### src/rtl/serial_mag_cmp.sv
// Serial unsigned magnitude comparator: scans two W-bit operands one 2-bit
// pair per cycle, MSB pair first, and stops at the first differing pair.
module serial_mag_cmp #(
    parameter int unsigned W = 8
) (
    input  logic         clk,
    input  logic         reset_n,
    input  logic         start,
    input  logic [W-1:0] a,
    input  logic [W-1:0] b,
    output logic         ready,
    output logic         done_tick,
    output logic         a_gt_b,
    output logic         a_eq_b,
    output logic         a_lt_b
);

    localparam int unsigned NP = W / 2;
    localparam int unsigned IW = (NP > 1) ? $clog2(NP) : 1;

    typedef enum logic {
        IDLE = 1'b0,
        SCAN = 1'b1
    } state_t;

    state_t          r_state;
    state_t          w_state_nx;
    logic [W-1:0]    r_a;
    logic [W-1:0]    r_b;
    logic [W-1:0]    w_a_nx;
    logic [W-1:0]    w_b_nx;
    logic [IW-1:0]   r_idx;
    logic [IW-1:0]   w_idx_nx;
    logic            r_done;
    logic            w_done_nx;
    logic            r_gt;
    logic            r_eq;
    logic            r_lt;
    logic            w_gt_nx;
    logic            w_eq_nx;
    logic            w_lt_nx;
    logic [1:0]      w_pa;
    logic [1:0]      w_pb;

    // Select the operand pair addressed by the current pair index
    always_comb begin
        w_pa = 2'b00;
        w_pb = 2'b00;
        for (int unsigned i = 0; i < NP; i++) begin
            if (r_idx == IW'(i)) begin
                w_pa = r_a[2*i +: 2];
                w_pb = r_b[2*i +: 2];
            end
        end
    end

    // State, operand, index and result registers
    always_ff @(posedge clk or negedge reset_n) begin
        if (!reset_n) begin
            r_state <= IDLE;
            r_a     <= '0;
            r_b     <= '0;
            r_idx   <= '0;
            r_done  <= 1'b0;
            r_gt    <= 1'b0;
            r_eq    <= 1'b0;
            r_lt    <= 1'b0;
        end else begin
            r_state <= w_state_nx;
            r_a     <= w_a_nx;
            r_b     <= w_b_nx;
            r_idx   <= w_idx_nx;
            r_done  <= w_done_nx;
            r_gt    <= w_gt_nx;
            r_eq    <= w_eq_nx;
            r_lt    <= w_lt_nx;
        end
    end

    // Next-state logic: accept in IDLE, scan pairs with early termination
    always_comb begin
        w_state_nx = r_state;
        w_a_nx     = r_a;
        w_b_nx     = r_b;
        w_idx_nx   = r_idx;
        w_done_nx  = 1'b0;
        w_gt_nx    = r_gt;
        w_eq_nx    = r_eq;
        w_lt_nx    = r_lt;
        case (r_state)
            IDLE: begin
                if (start) begin
                    w_a_nx     = a;
                    w_b_nx     = b;
                    w_idx_nx   = IW'(NP - 1);
                    w_state_nx = SCAN;
                end
            end
            SCAN: begin
                if (w_pa > w_pb) begin
                    w_gt_nx    = 1'b1;
                    w_eq_nx    = 1'b0;
                    w_lt_nx    = 1'b0;
                    w_done_nx  = 1'b1;
                    w_state_nx = IDLE;
                end else if (w_pa < w_pb) begin
                    w_gt_nx    = 1'b0;
                    w_eq_nx    = 1'b0;
                    w_lt_nx    = 1'b1;
                    w_done_nx  = 1'b1;
                    w_state_nx = IDLE;
                end else if (r_idx == '0) begin
                    w_gt_nx    = 1'b0;
                    w_eq_nx    = 1'b1;
                    w_lt_nx    = 1'b0;
                    w_done_nx  = 1'b1;
                    w_state_nx = IDLE;
                end else begin
                    w_idx_nx   = r_idx - IW'(1);
                end
            end
            default: w_state_nx = IDLE;
        endcase
    end

    assign ready     = (r_state == IDLE);
    assign done_tick = r_done;
    assign a_gt_b    = r_gt;
    assign a_eq_b    = r_eq;
    assign a_lt_b    = r_lt;

endmodule
### config.mk
export PLATFORM = sky130hd
export DESIGN_NAME = serial_mag_cmp
export DESIGN_NICKNAME = d
export VERILOG_FILES = /design/src/rtl/serial_mag_cmp.sv
export SDC_FILE = /design/constraint.sdc
export NUM_CORES = 1
export LEC_CHECK = 0
export ABC_AREA = 0
export ABC_CLOCK_PERIOD_IN_PS = 2750
export CAP_MARGIN = 30
export CORE_AREA = 2 2 60 62
export DETAILED_ROUTE_END_ITERATION = 12
export DIE_AREA = 0 0 62 64
export GPL_ROUTABILITY_DRIVEN = 0
export SYNTH_ARGS = -nofsm -noshare
export SYNTH_HDL_FRONTEND = slang
export SYNTH_SLANG_ARGS = --single-unit
### constraint.sdc
create_clock -name clk -period 2.75 [get_ports clk]
set_input_delay 0.275 -clock clk [delete_from_list [all_inputs] [get_ports clk]]
set_output_delay 0.275 -clock clk [all_outputs]
set_load 0.02 [all_outputs]
* Word level (Yosys, flattened, before mapping)
Cells that the tools add are included. W data, S select, Z words.
Word-level totals: register bits after elaboration 23, output and inout port bits 5, bits of input ports 19, word-level logic and storage cells 54
Cells by class: $add $sub $neg 1, multiplexer cells 30, reductions and logical operators 5, order comparisons 2, bitwise gates (word level) 1, equality and inequality tests 7
Operators with widths (number):
- $mux W2 | 12
- $mux W1 | 16
- $ne A2 B2 Y1 const B | 4
- $eq A2 B2 Y1 const B | 2
- $pmux W2 S2 | 1
- $reduce_and A2 Y1 | 2
- $reduce_and A4 Y1 | 1
- $reduce_bool A3 Y1 | 1
- $eq A2 B1 Y1 const B | 1
- $gt A2 B2 Y1 | 1
- $logic_not A2 Y1 | 1
- $lt A2 B2 Y1 | 1
- $pmux W1 S2 | 1
- $sub A2 B1 Y2 const B | 1
- $not A1 Y1 | 1

* Longest topological paths before layout
word-level depth 9, mapped depth 9, depth with buffers taken out 9

* Worst setup path before layout
Ideal clock, no wire load.
kind register -> register, start register r_idx[0], end register r_idx[0], library setup time 126 ps, path buffers 0, clock period less this slack 2340 ps, setup slack 410 ps, required time 2624 ps, stages on the path, launching flop included 10, arrival time 2214 ps, path through dfrtp_1 -> inv_1 -> ha_1 -> nor2b_1 -> a221oi_1 -> o31ai_1 -> ha_1 -> nand2_1 -> or4_4 -> mux2i_1
On the way: word-level cells in the longest chain between the ends 8, elaborated cells between the ends (all ways) 23, those cells by class add/sub (1); order compare (2); eq/ne (6); mux (12); reduce/logical (2)
Ends and longest elaborated chain:
- start, declared | RTL line 32 | logic [IW-1:0] r_idx;
- start signal, assigned | RTL line 72 | r_idx <= w_idx_nx;
- $logic_not A2 Y1 | RTL line 50, 112
- $mux W2 (4 in a row) | RTL line 50 | if (r_idx == IW'(i)) begin
- $lt A2 B2 Y1 / $gt A2 B2 Y1 (equally long branches) | RTL line 106, 100
- $ne A2 B2 Y1 (no source line)
- $reduce_and A4 Y1 (no source line)
Several ways; a longest one is shown, not always the timed one. The select of a mux whose other input is x is not followed. A chain may end at the register's enable or synchronous reset.

* Worst setup path in the final report
Same ends and word-level chain as after synthesis.

==> results.yml <==
status:
  status: "complete, no violations"
grt:
  grt_max_degree: 24
  antenna_found_initial: 0
  grt_pass1_vias: 740
  grt_pass1_wl_um: 3408
  grt_overflow: 0
  grtUsageTotal_pct: 11.47
setup_path:
  cp.arrival_ns: 2.74
  end_kind: "flip-flop"
  critPathMaxFanout: 6
  critPathBufInv: 1
  path_delay_family: "simple AND/OR/NAND/NOR gates"
  cpMostUsedCell: "ha_1"
  crit_chain: "inv_1 -> ha_1 -> nor2b_4 -> a221oi_1 -> o31ai_1 -> ha_1 -> nand2_1 -> or4_4 -> mux2i_1"
  slowest_stage: "or4_4"
  worst_setup_path_start_kind: "flip-flop"
  slowest_delay_ns: 0.52
  path_class: "flip-flop to flip-flop"
  crit_required_ns: 2.96
timing:
  hold_viol: 0
  tightestPinTransition_ns: 0.4185
  final_max_slew_viol_count: 0
  tns_ns: 0
  max_freq_mhz: 395.7
  setup_viol: 0
  rsz0062_at_grt: "false"
  skew_ns: 0.007200
  finalCriticalPeriod_ns: 2.527
  slew_headroom_pct: 72.10
  fin_crit_sh_pct: 91.91
floorplan:
  start_util_pct: 33.45
  pin_count: 24
  dieArea_um2: 3968
  die_x_um: 62
  coreArea_um2: 3284
  rows: 21
  die_h_um: 64
clock_network:
  cts_buffers: 3
  cts_tree: "built"
  clockRootBuffer: "clkbuf_4"
  cts_buffer_depth: 2
  clk_latency_ns: 0.31
  clkSinkCount: 23
  h-tree-depth: 1
  cts.clk_slew.worst_paths_ns: 0.13
pwr:
  ir_drop_v: 0.0004518
  power_leakage_nw: 0.6269
  p_per_area_nw_per_um2: 1072
routing:
  dr.pass1.iters: 4
  dr_wl_met3_um: 82
  via_count: 776
  drc: 0
  route.met2.wl_um: 958
  met1Wirelength_um: 1014
  antenna_left: 0
  wire_per_inst_um: 12.76
  viasPerCell: 4.761
  drt-initial-drc-count: 34
  dr.max_layer_used: "met4"
  drt_wl_total_um: 2080
cells_and_area:
  syn_to_final_growth_pct: 30.75
  insertedDiodeCount: 0
  drive_gt1_share_pct: 23.93
  design_area_um2: 1436
  final_util_pct: 43.73
  nNetsFinal: 143
placement:
  placed_cell_area_um2: 1380
  portBuffers: 23
yosys:
  synth.avg_cell_area_um2: 12.21
  synth_area_um2: 1099
  yosysUniqueCellTypes: 24
  syn-num-nets: 115
  yosys_warnings: 0
  synth-seq-cells: 23
  synth_cells: 90
  ys_seq_area_share_pct: 52.39
flow_run:
  maxCapViolCount: 0
worst_hold_path:
  hp-class: "input pin to asynchronous set/reset pin"
-- layer usage --
metal	global-route usage, %	vias to the layer above
li1	-	380
met1	16.02	377
met2	16.93	17
met3	4.251	2
met4	2.394	0
met5	0	-
-- path summary, 6_finish.rpt --
kind / from / end / slack [ns] / depth (start not counted)
worst max-delay path: r_idx[0] / r_idx[0] / 0.22 / 9
worst min-delay path: reset_n / r_idx[1] / 0.30 / 2
worst max register to register: r_idx[0] / r_idx[0] / 0.22 / 9
worst min register to register: a_lt_b / a_lt_b / 0.52 / 1
max in group asynchronous: reset_n / r_a[4] / 2.22 / 2
min in group clk: a[4] / r_a[4] / 0.52 / 3
-- layout make-up --
type | count | area [um^2]
Fill cell | 321 | 1848
Sequential cell | 23 | 575.6
Multi-Input combinational cell | 58 | 500.5
Timing Repair Buffer | 26 | 252.7
Tap cell | 46 | 57.56
Clock buffer | 3 | 22.52
Inverter | 6 | 22.52
Clock inverter | 1 | 5.005
-- state kept, by name, indices dropped and copies added, names as in the netlist --
name / flops
r_b: 8
a_eq_b: 1
r_idx: 2
done_tick: 1
r_state: 1
a_lt_b: 1
r_a: 8
a_gt_b: 1
-- through the flow --
stage | total power (W) | hold WS (ns) | setup slack, ns | std cells
2_1_floorplan | 0.001151 | -0.02059 | 0.4098 | 90
3_3_place_gp | 0.001351 | 0.4893 | 0.2383 | 157
3_5_place_dp | 0.001373 | 0.5011 | 0.1403 | 157
4_1_cts | 0.001531 | 0.3017 | 0.1172 | 161
5_1_grt | 0.001675 | 0.3189 | 0.02726 | 163
6_report | 0.001540 | 0.3030 | 0.2225 | 163
-- logic make-up after synthesis --
logic type	share of synthesized area, %
flops	52.39
compound gates	13.55
mux	16.17
simple gates	7.746
buf+inv	3.303
fa+ha+maj	6.834
-- Yosys cell counts --
cell type / instances / area share, %
o211ai_1: 1 / 0.68
dfrtp_1: 23 / 52
buf_1: 1 / 0.34
or2b_1: 1 / 0.68
buf_2: 2 / 0.91
a22oi_1: 2 / 1.4
mux2i_1: 2 / 1.8
o2bb2ai_1: 1 / 0.80
mux2_2: 14 / 14
or4_4: 1 / 1.0
a221o_1: 2 / 1.8
o21ai_0: 3 / 1.4
and2b_2: 1 / 0.80
o31a_2: 1 / 0.91
a221oi_1: 2 / 1.6
inv_2: 1 / 0.34
o31ai_1: 2 / 1.4
a22o_2: 1 / 0.91
nand2_1: 5 / 1.7
inv_1: 5 / 1.7
a21oi_1: 6 / 2.7
nor2_1: 2 / 0.68
ha_1: 6 / 6.8
nor2b_1: 5 / 2.8
-- power breakdown --
group / internal (W) / leakage (nW) / total, W / switching [W]
Clock: 0.0000544 / 0.0177 / 0.000154 / 0.0000996
Combinational: 0.000410 / 0.340 / 0.000794 / 0.000384
Sequential: 0.000493 / 0.269 / 0.000592 / 0.0000987
-- repair_timing --
action / 4_1_cts / 5_1_grt
buffers inserted: 0 / 2
resized for setup: 0 / 3
endpoints found under the setup margin: 0 / 3
hold buffers: 0 / 0
-- cell usage in the layout, fill, tap and decap left out --
cell             netlist  routed
a21oi_1                6       6
a221o_1                2       2
a221oi_1               2       1
a221oi_2               0       1
a22o_2                 1       1
a22oi_1                2       2
and2b_2                1       1
buf_4                  0       3
clkbuf_4               0       3
clkdlybuf4s50_1        0      23
clkinv_2               0       1
dfrtp_1               23      23
ha_1                   6       6
inv_1                  5       5
inv_2                  1       1
mux2_2                14      14
mux2i_1                2       2
nand2_1                5       5
nor2_1                 2       2
nor2b_1                5       4
nor2b_4                0       1
o211ai_1               1       1
o21ai_0                3       3
o2bb2ai_1              1       1
o31a_2                 1       1
o31ai_1                2       2
or2b_1                 1       1
or4_4                  1       1
No activity file was read; power rests on OpenSTA's default activity.
